===== src/rtl/md_unit.sv =====
// Iterative multiply/divide unit owning HI/LO.
// Shift-add multiply and restoring divide, one bit per cycle.
module md_unit #(
  parameter int WIDTH = 32,
  parameter int CNT_W = 5
) (
  input  logic             clk,
  input  logic             rst_n,
  input  logic             start,
  input  logic [1:0]       md_op,
  input  logic [WIDTH-1:0] a,
  input  logic [WIDTH-1:0] b,
  input  logic             hi_we,
  input  logic             lo_we,
  input  logic [WIDTH-1:0] wd,
  output logic             busy,
  output logic             done,
  output logic [WIDTH-1:0] hi,
  output logic [WIDTH-1:0] lo
);

  localparam logic [1:0] S_IDLE = 2'd0;
  localparam logic [1:0] S_LOAD = 2'd1;
  localparam logic [1:0] S_RUN  = 2'd2;
  localparam logic [1:0] S_FIX  = 2'd3;

  logic [1:0]         state;
  logic [CNT_W-1:0]   cnt;
  logic [1:0]         op;
  logic               sa;
  logic               sb;
  logic [WIDTH-1:0]   ma;
  logic [WIDTH-1:0]   mb;
  logic [2*WIDTH-1:0] acc;

  logic               neg_a;
  logic               neg_b;
  logic [WIDTH:0]     mul_sum;
  logic [2*WIDTH-1:0] mul_next;
  logic [WIDTH:0]     div_r;
  logic [WIDTH:0]     div_diff;
  logic [2*WIDTH-1:0] div_next;
  logic [2*WIDTH-1:0] prod;
  logic [WIDTH-1:0]   quo;
  logic [WIDTH-1:0]   rem;

  assign neg_a = ~md_op[0] & a[WIDTH-1];
  assign neg_b = ~md_op[0] & b[WIDTH-1];

  always_comb begin
    mul_sum  = {1'b0, acc[2*WIDTH-1:WIDTH]}
             + (acc[0] ? {1'b0, ma} : '0);
    mul_next = {mul_sum, acc[WIDTH-1:1]};
    div_r    = {acc[2*WIDTH-1:WIDTH], acc[WIDTH-1]};
    div_diff = div_r - {1'b0, mb};
    if (!div_diff[WIDTH])
      div_next = {div_diff[WIDTH-1:0], acc[WIDTH-2:0], 1'b1};
    else
      div_next = {div_r[WIDTH-1:0], acc[WIDTH-2:0], 1'b0};
  end

  // Divide by zero falls out of the datapath: remainder
  // is |a|, re-signed back to a; only the quotient is forced.
  always_comb begin
    prod = acc;
    if (sa ^ sb) prod = '0 - acc;
    quo = acc[WIDTH-1:0];
    if (sa ^ sb) quo = '0 - acc[WIDTH-1:0];
    if (mb == '0) quo = '1;
    rem = acc[2*WIDTH-1:WIDTH];
    if (sa) rem = '0 - acc[2*WIDTH-1:WIDTH];
  end

  always_ff @(posedge clk) begin
    if (!rst_n) begin
      state <= S_IDLE;
      cnt   <= '0;
      busy  <= 1'b0;
      done  <= 1'b0;
      hi    <= '0;
      lo    <= '0;
      op    <= '0;
      sa    <= 1'b0;
      sb    <= 1'b0;
      ma    <= '0;
      mb    <= '0;
      acc   <= '0;
    end else begin
      done <= 1'b0;
      unique case (state)
        S_IDLE: begin
          if (start) begin
            op    <= md_op;
            sa    <= neg_a;
            sb    <= neg_b;
            ma    <= neg_a ? '0 - a : a;
            mb    <= neg_b ? '0 - b : b;
            state <= S_LOAD;
          end else begin
            if (hi_we) hi <= wd;
            if (lo_we) lo <= wd;
          end
        end
        S_LOAD: begin
          acc   <= op[1] ? {{WIDTH{1'b0}}, ma}
                         : {{WIDTH{1'b0}}, mb};
          cnt   <= '0;
          busy  <= 1'b1;
          state <= S_RUN;
        end
        S_RUN: begin
          acc <= op[1] ? div_next : mul_next;
          cnt <= cnt + CNT_W'(1);
          if (cnt == '1) state <= S_FIX;
        end
        S_FIX: begin
          if (op[1]) begin
            hi <= rem;
            lo <= quo;
          end else begin
            {hi, lo} <= prod;
          end
          done  <= 1'b1;
          busy  <= 1'b0;
          state <= S_IDLE;
        end
        default: state <= S_IDLE;
      endcase
    end
  end

endmodule


===== config.mk =====
export PLATFORM = sky130hd
export DESIGN_NAME = md_unit
export DESIGN_NICKNAME = d
export VERILOG_FILES = /design/src/rtl/md_unit.sv
export SDC_FILE = /design/constraint.sdc
export NUM_CORES = 1
export LEC_CHECK = 0
export CORE_MARGIN = 2
export CORE_UTILIZATION = 40
export DETAILED_ROUTE_END_ITERATION = 10
export PLACE_DENSITY = 0.68
export SLEW_MARGIN = 30
export SYNTH_ARGS = -nofsm -noshare
export SYNTH_HDL_FRONTEND = slang
export SYNTH_SLANG_ARGS = --single-unit

===== constraint.sdc =====
create_clock -name clk -period 4.5 [get_ports clk]
set_input_delay 0.9 -clock clk [delete_from_list [all_inputs] [get_ports clk]]
set_output_delay 0.9 -clock clk [all_outputs]
set_load 0.05 [all_outputs]

=== After elaboration in Yosys (flattened, before gate mapping) ===
Index checks and enable logic that the tools add are counted.
Widths: inputs -> output; s select.

* Output and inout port bits: 66
* Logic and storage cells: 67
* Bits of input ports: 103
* Bits in registers: 205

* Mux-type cells: 25
* Bitwise operators: 4
* Reductions and logical operators: 9
* Equality and inequality tests: 9
* Add/subtract/negate cells: 8

{| class="wikitable"
|+ Operator list
! cell !! count
|-
| $mux 32 || 13
|-
| $mux 64 || 3
|-
| $pmux 32 s2 || 2
|-
| $pmux 64 s2 || 1
|-
| $sub 1x32->32 const A || 4
|-
| $sub 1x64->64 const A || 1
|-
| $add 32x32->33 || 1
|-
| $sub 33x32->33 || 1
|-
| $logic_not 32->1 || 1
|-
| $ne 2x2->1 const B || 5
|-
| $pmux 5 s2 || 1
|-
| $pmux 2 s4 || 1
|-
| $reduce_and 3->1 || 2
|-
| $reduce_bool 2->1 || 3
|-
| $add 5x1->5 const B || 1
|-
| $eq 5x5->1 const B || 1
|-
| $eq 2x2->1 const B || 2
|-
| $mux 2 || 2
|-
| $reduce_and 2->1 || 2
|-
| $and 1x1->1 || 2
|-
| $eq 2x1->1 const B || 1
|-
| $logic_not 2->1 || 1
|-
| $pmux 1 s2 || 1
|-
| $mux 1 || 1
|-
| 2 further kinds || 2
|}

=== Depth between registers and ports, before layout ===
* Depth after elaboration: 5
* Depth in mapped cells: 16
* Depth with buffers taken out: 14

=== Worst setup path after synthesis ===
No wires, ideal clock.

* Path kind: register to register
* Start: register acc[0]
* End: register acc[61]
* Cell stages (with the launch flop): 17
* Data arrival time: 3.205 ns
* Data required time: 4.383 ns
* Buffers on the path: 2
* Period minus slack after synthesis: 3.322 ns
* Slack: 1.178 ns
* Path through: dfxtp_1 -> clkbuf_1 -> clkbuf_1 -> and2_1 -> ha_1 -> inv_1 -> fa_1 -> nor2b_1 -> o31ai_1 -> a211oi_1 -> o21bai_1 -> a2111oi_0 -> or3_1 -> a21o_1 -> a21oi_1 -> mux2i_1 -> a22o_1

* Longest elaborated chain between the ends: 4

{| class="wikitable"
|+ Ends and longest elaborated chain
! element !! line !! source
|-
| start: declaration || 34 || <nowiki>logic [2*WIDTH-1:0] acc;</nowiki>
|-
| start signal: assignment || 105 || <nowiki>acc <= op[1] ? {{WIDTH{1'b0}}, ma}</nowiki>
|-
| start signal: assignment || 112 || <nowiki>acc <= op[1] ? div_next : mul_next;</nowiki>
|-
| $mux 32 || 52 || <nowiki>+ (acc[0] ? {1'b0, ma} : '0);</nowiki>
|-
| $add 32x32->33 || 52 ||
|-
| $mux 64 || 112 ||
|-
| $pmux 64 s2 || 90 || <nowiki>unique case (state)</nowiki>
|}

No other way between the ends.
A chain may end at the register's enable or synchronous reset.

=== Worst setup path in the final report ===
* Start: register acc[31]
* End: register acc[0]

* Longest elaborated chain between the ends: 4

{| class="wikitable"
|+ Ends and longest elaborated chain
! element !! line !! source
|-
| $sub 33x32->33 || 55 || <nowiki>div_diff = div_r - {1'b0, mb};</nowiki>
|-
| $mux 64 || 56 || <nowiki>if (!div_diff[WIDTH])</nowiki>
|-
| $mux 64 || 112 ||
|-
| $pmux 64 s2 || 90 ||
|}

No other way between the ends.

==> flow_metrics.env <==
export IMPL_status="finished, final reports clean"
export IMPL_slowest_delay_ps=480
export IMPL_pin_count=169
export IMPL_powerDensity_nw_per_um2=514
export IMPL_crit_type="register to register"
export IMPL_multiInputGateArea_um2=10300
export IMPL_die_h_um=198
export IMPL_fmax_ghz=0.248
export IMPL_postSynthAreaPerCell_um2=8.07
export IMPL_cts_sinks=204
export IMPL_numPortBuffers=168
export IMPL_globalRouteOverflowTotal=0
export IMPL_ys_ff_latch=204
export IMPL_synth_ff_type="dfxtp_1"
export IMPL_htree_levels=1
export IMPL_cts_made_buffers=25
export IMPL_mostFrequentLayoutCells="205 x nor2_1, 203 x dfxtp_1, 182 x a21oi_1, 168 x clkdlybuf4s50_1, 135 x nand2_1"
export IMPL_final_common_cell="nor2_1"
export IMPL_grtUsageTotal=0.266
export IMPL_tightest_slew_ps=956
export IMPL_cp_start_kind="register"
export IMPL_ir_worst_vdd_mv=0.340
export IMPL_reg2reg_depth=14
export IMPL_drt_wl_total_um=53300
export IMPL_postCtsSetupRepairBufs=0
export IMPL_seq_area_um2=4090
export IMPL_viasPerCell=5.89
export IMPL_met3_length_um=3900
export IMPL_grt_pass1_wl_um=80600
export IMPL_place_hpwl_um=41700
export IMPL_setup_tns_ps=0
export IMPL_route_top_layer_used="met5"
export IMPL_path_cells="inv_1, ha_1, fa_1, nand2b_1, a21oi_1, o21ai_1, o21a_2, o31ai_4, a31oi_1, xnor2_4, buf_12, mux4_2, mux2i_1, nor2_1"
export IMPL_cp_arrival_ps=4440
export IMPL_p_leak_nw=7.07
export IMPL_die_area_um2=39200
export IMPL_required_ps=4900
export IMPL_rows=71
export IMPL_vias=14900
export IMPL_clk_pin_slew_ps=60
export IMPL_synth_cell_area_um2=15100
export IMPL_clk_latency_ps=550
export IMPL_power_mw=9.34
export IMPL_ys_types=75
export IMPL_clock_root_buffer="clkbuf_16"
export IMPL_setup_viol=0
export IMPL_r2r_setup_slack_ps=470
export IMPL_syn_num_nets=2047
export IMPL_reg2reg_to="acc[0]"
export IMPL_yosysWarningCount=0
export IMPL_path_max_fanout=32
export IMPL_critPathBufInv=2
export IMPL_synth_top_area_frac=0.271
export IMPL_wl_met1_um=23000
export IMPL_synth_edf_count=0
export IMPL_cp_endpoint="acc[0]"
export IMPL_die_w_um=198
export IMPL_first_global_vias=14100
export IMPL_final_fill_count=3642
export IMPL_wl_met2_um=24100
export IMPL_clk_path_buf_depth=3
export IMPL_maxCapViolations=0
export IMPL_finalCriticalPeriod_ps=4030
export IMPL_core_area_um2=37400
export IMPL_finClkSkew_ps=17.8
export IMPL_wire_per_inst_um=21.1
export IMPL_yosysSeqAreaShare=0.271
export IMPL_dr_pass1_iters=7
export IMPL_gp_congestion=1.09
export IMPL_drive_gt1_frac=0.0778
export IMPL_path_delay_family="compound AO/OA/AOI/OAI gates"
export IMPL_crit_path_end_kind="register"
export IMPL_worst_path_stages=14
export IMPL_start_util=0.403
export IMPL_relSlewSlack=0.357
export IMPL_synth_async_sr_flop_share=0
export IMPL_final_hold_viol_count=0
export IMPL_area_delta_synth_final_pct=20.6
export IMPL_grt_antenna_before_repair=1
export IMPL_finalCritPeriodShare=0.896
export IMPL_yosysTopAreaCell="dfxtp_1"
export IMPL_finalMaxSlewViolations=0
export IMPL_hold_path_class="register to register"
export IMPL_grt_max_degree=90
export IMPL_final_nets=2179
export IMPL_syn_inst=1868
export IMPL_crit_path_start="acc[31]"
export IMPL_antenna_left=0
export IMPL_drtIter0Drc=1332
export IMPL_rsz0062_at_grt="no"
export IMPL_drcViolationCount=0
export IMPL_synth_area_top_cells="dfxtp_1 27%, ha_1 6.1%, a21oi_1 6.1%"
export IMPL_cts_tree="yes"
export IMPL_slowest_stage="mux4_2"
export IMPL_hold_buffers=0
export IMPL_cts_repair_resized=0
export IMPL_r2r_start="acc[31]"
## Yosys cell counts (4+ instances only)
library cell,number
nor2_1,205
dfxtp_1,204
a21oi_1,183
nand2_1,135
o21ai_0,99
clkbuf_1,95
xnor2_1,93
ha_1,74
xor2_1,73
mux2i_1,71
inv_1,67
a211oi_1,65
and2_1,39
a21o_1,38
o221ai_1,35
nor3_1,34
mux4_2,32
nand3_1,28
nor4_1,27
or3_1,20
nand2b_1,17
a31oi_1,16
a22oi_1,15
a311oi_1,14
nand4_1,14
o31ai_1,14
buf_1,13
o21bai_1,13
nor2b_1,12
o211ai_1,11
and3_1,10
o41ai_1,10
o21a_1,7
or4_1,7
o21ai_1,6
a221oi_1,4
a22o_1,4
nor3b_1,4
## power by group
part / total, mW / switching [mW] / leakage, nW / internal (mW)
clock network: 1.97 / 0.855 / 0.387 / 1.11
logic: 4.70 / 2.88 / 5.01 / 1.82
registers: 2.68 / 0.507 / 1.67 / 2.17
## routing by layer
metal,vias up,GRT usage
met5,-,0
met4,2,0.120
met3,128,0.0429
met2,589,0.425
met1,7081,0.354
li1,7092,-
## logic make-up (layout without fill, tap and decap cells)
kind of cell             count (synthesis)  after routing  share of synthesized area
multiplexers                           104            104                     0.0957
adder cells (fa/ha/maj)                 76             76                     0.0641
flip-flops                             204            204                      0.271
XOR/XNOR                               167            167                     0.0976
buffers and inverters                  182            331                     0.0470
AND/OR/NAND/NOR                        568            568                      0.180
other                                    0              1                          0
AO/OA/AOI/OAI                          567            567                      0.244
## area by class of cell
class	instances	area share
antenna	1	0.000138
clock buffer	30	0.0360
clock inverter	14	0.00751
inverter	68	0.0142
multi-input combinational	1482	0.568
sequential	204	0.225
tap	511	0.0352
timing repair buffer	219	0.114
## how the worst min path moves through the flow
| stage | startpoint | end | slack (ps) | cells after the start |
|---|---|---|---|---|
| floorplan | ma[18] | ma[18] | 440 | 2 |
| finish | hi[9] | hi[9] | 450 | 1 |
| detailed placement | hi[9] | hi[9] | 440 | 1 |
| global route | hi[17] | hi[17] | 470 | 1 |
| CTS | hi[9] | hi[9] | 450 | 1 |
| global placement | lo[14] | lo[14] | 440 | 2 |
## metrics by stage
stage               hold slack (ps)  worst slack (ps)  instances  area (µm²)  utilization
floorplan                       437              1180       1868       15100            -
global placement                440               634       2484       17400        0.464
detailed placement              439               551       2484       17400        0.464
CTS                             453               523       2528       18200        0.486
global route                    473               332       2528       18200        0.486
finish                          452               466       2529       18200        0.486
## flip-flops by register name, summed over array words and instances (netlist names)
register  flops
acc          64
hi           32
lo           32
ma           32
mb           32
cnt           5
state         2
busy          1
done          1
op            1
sa            1
sb            1
(Power assumes the default switching activity.)
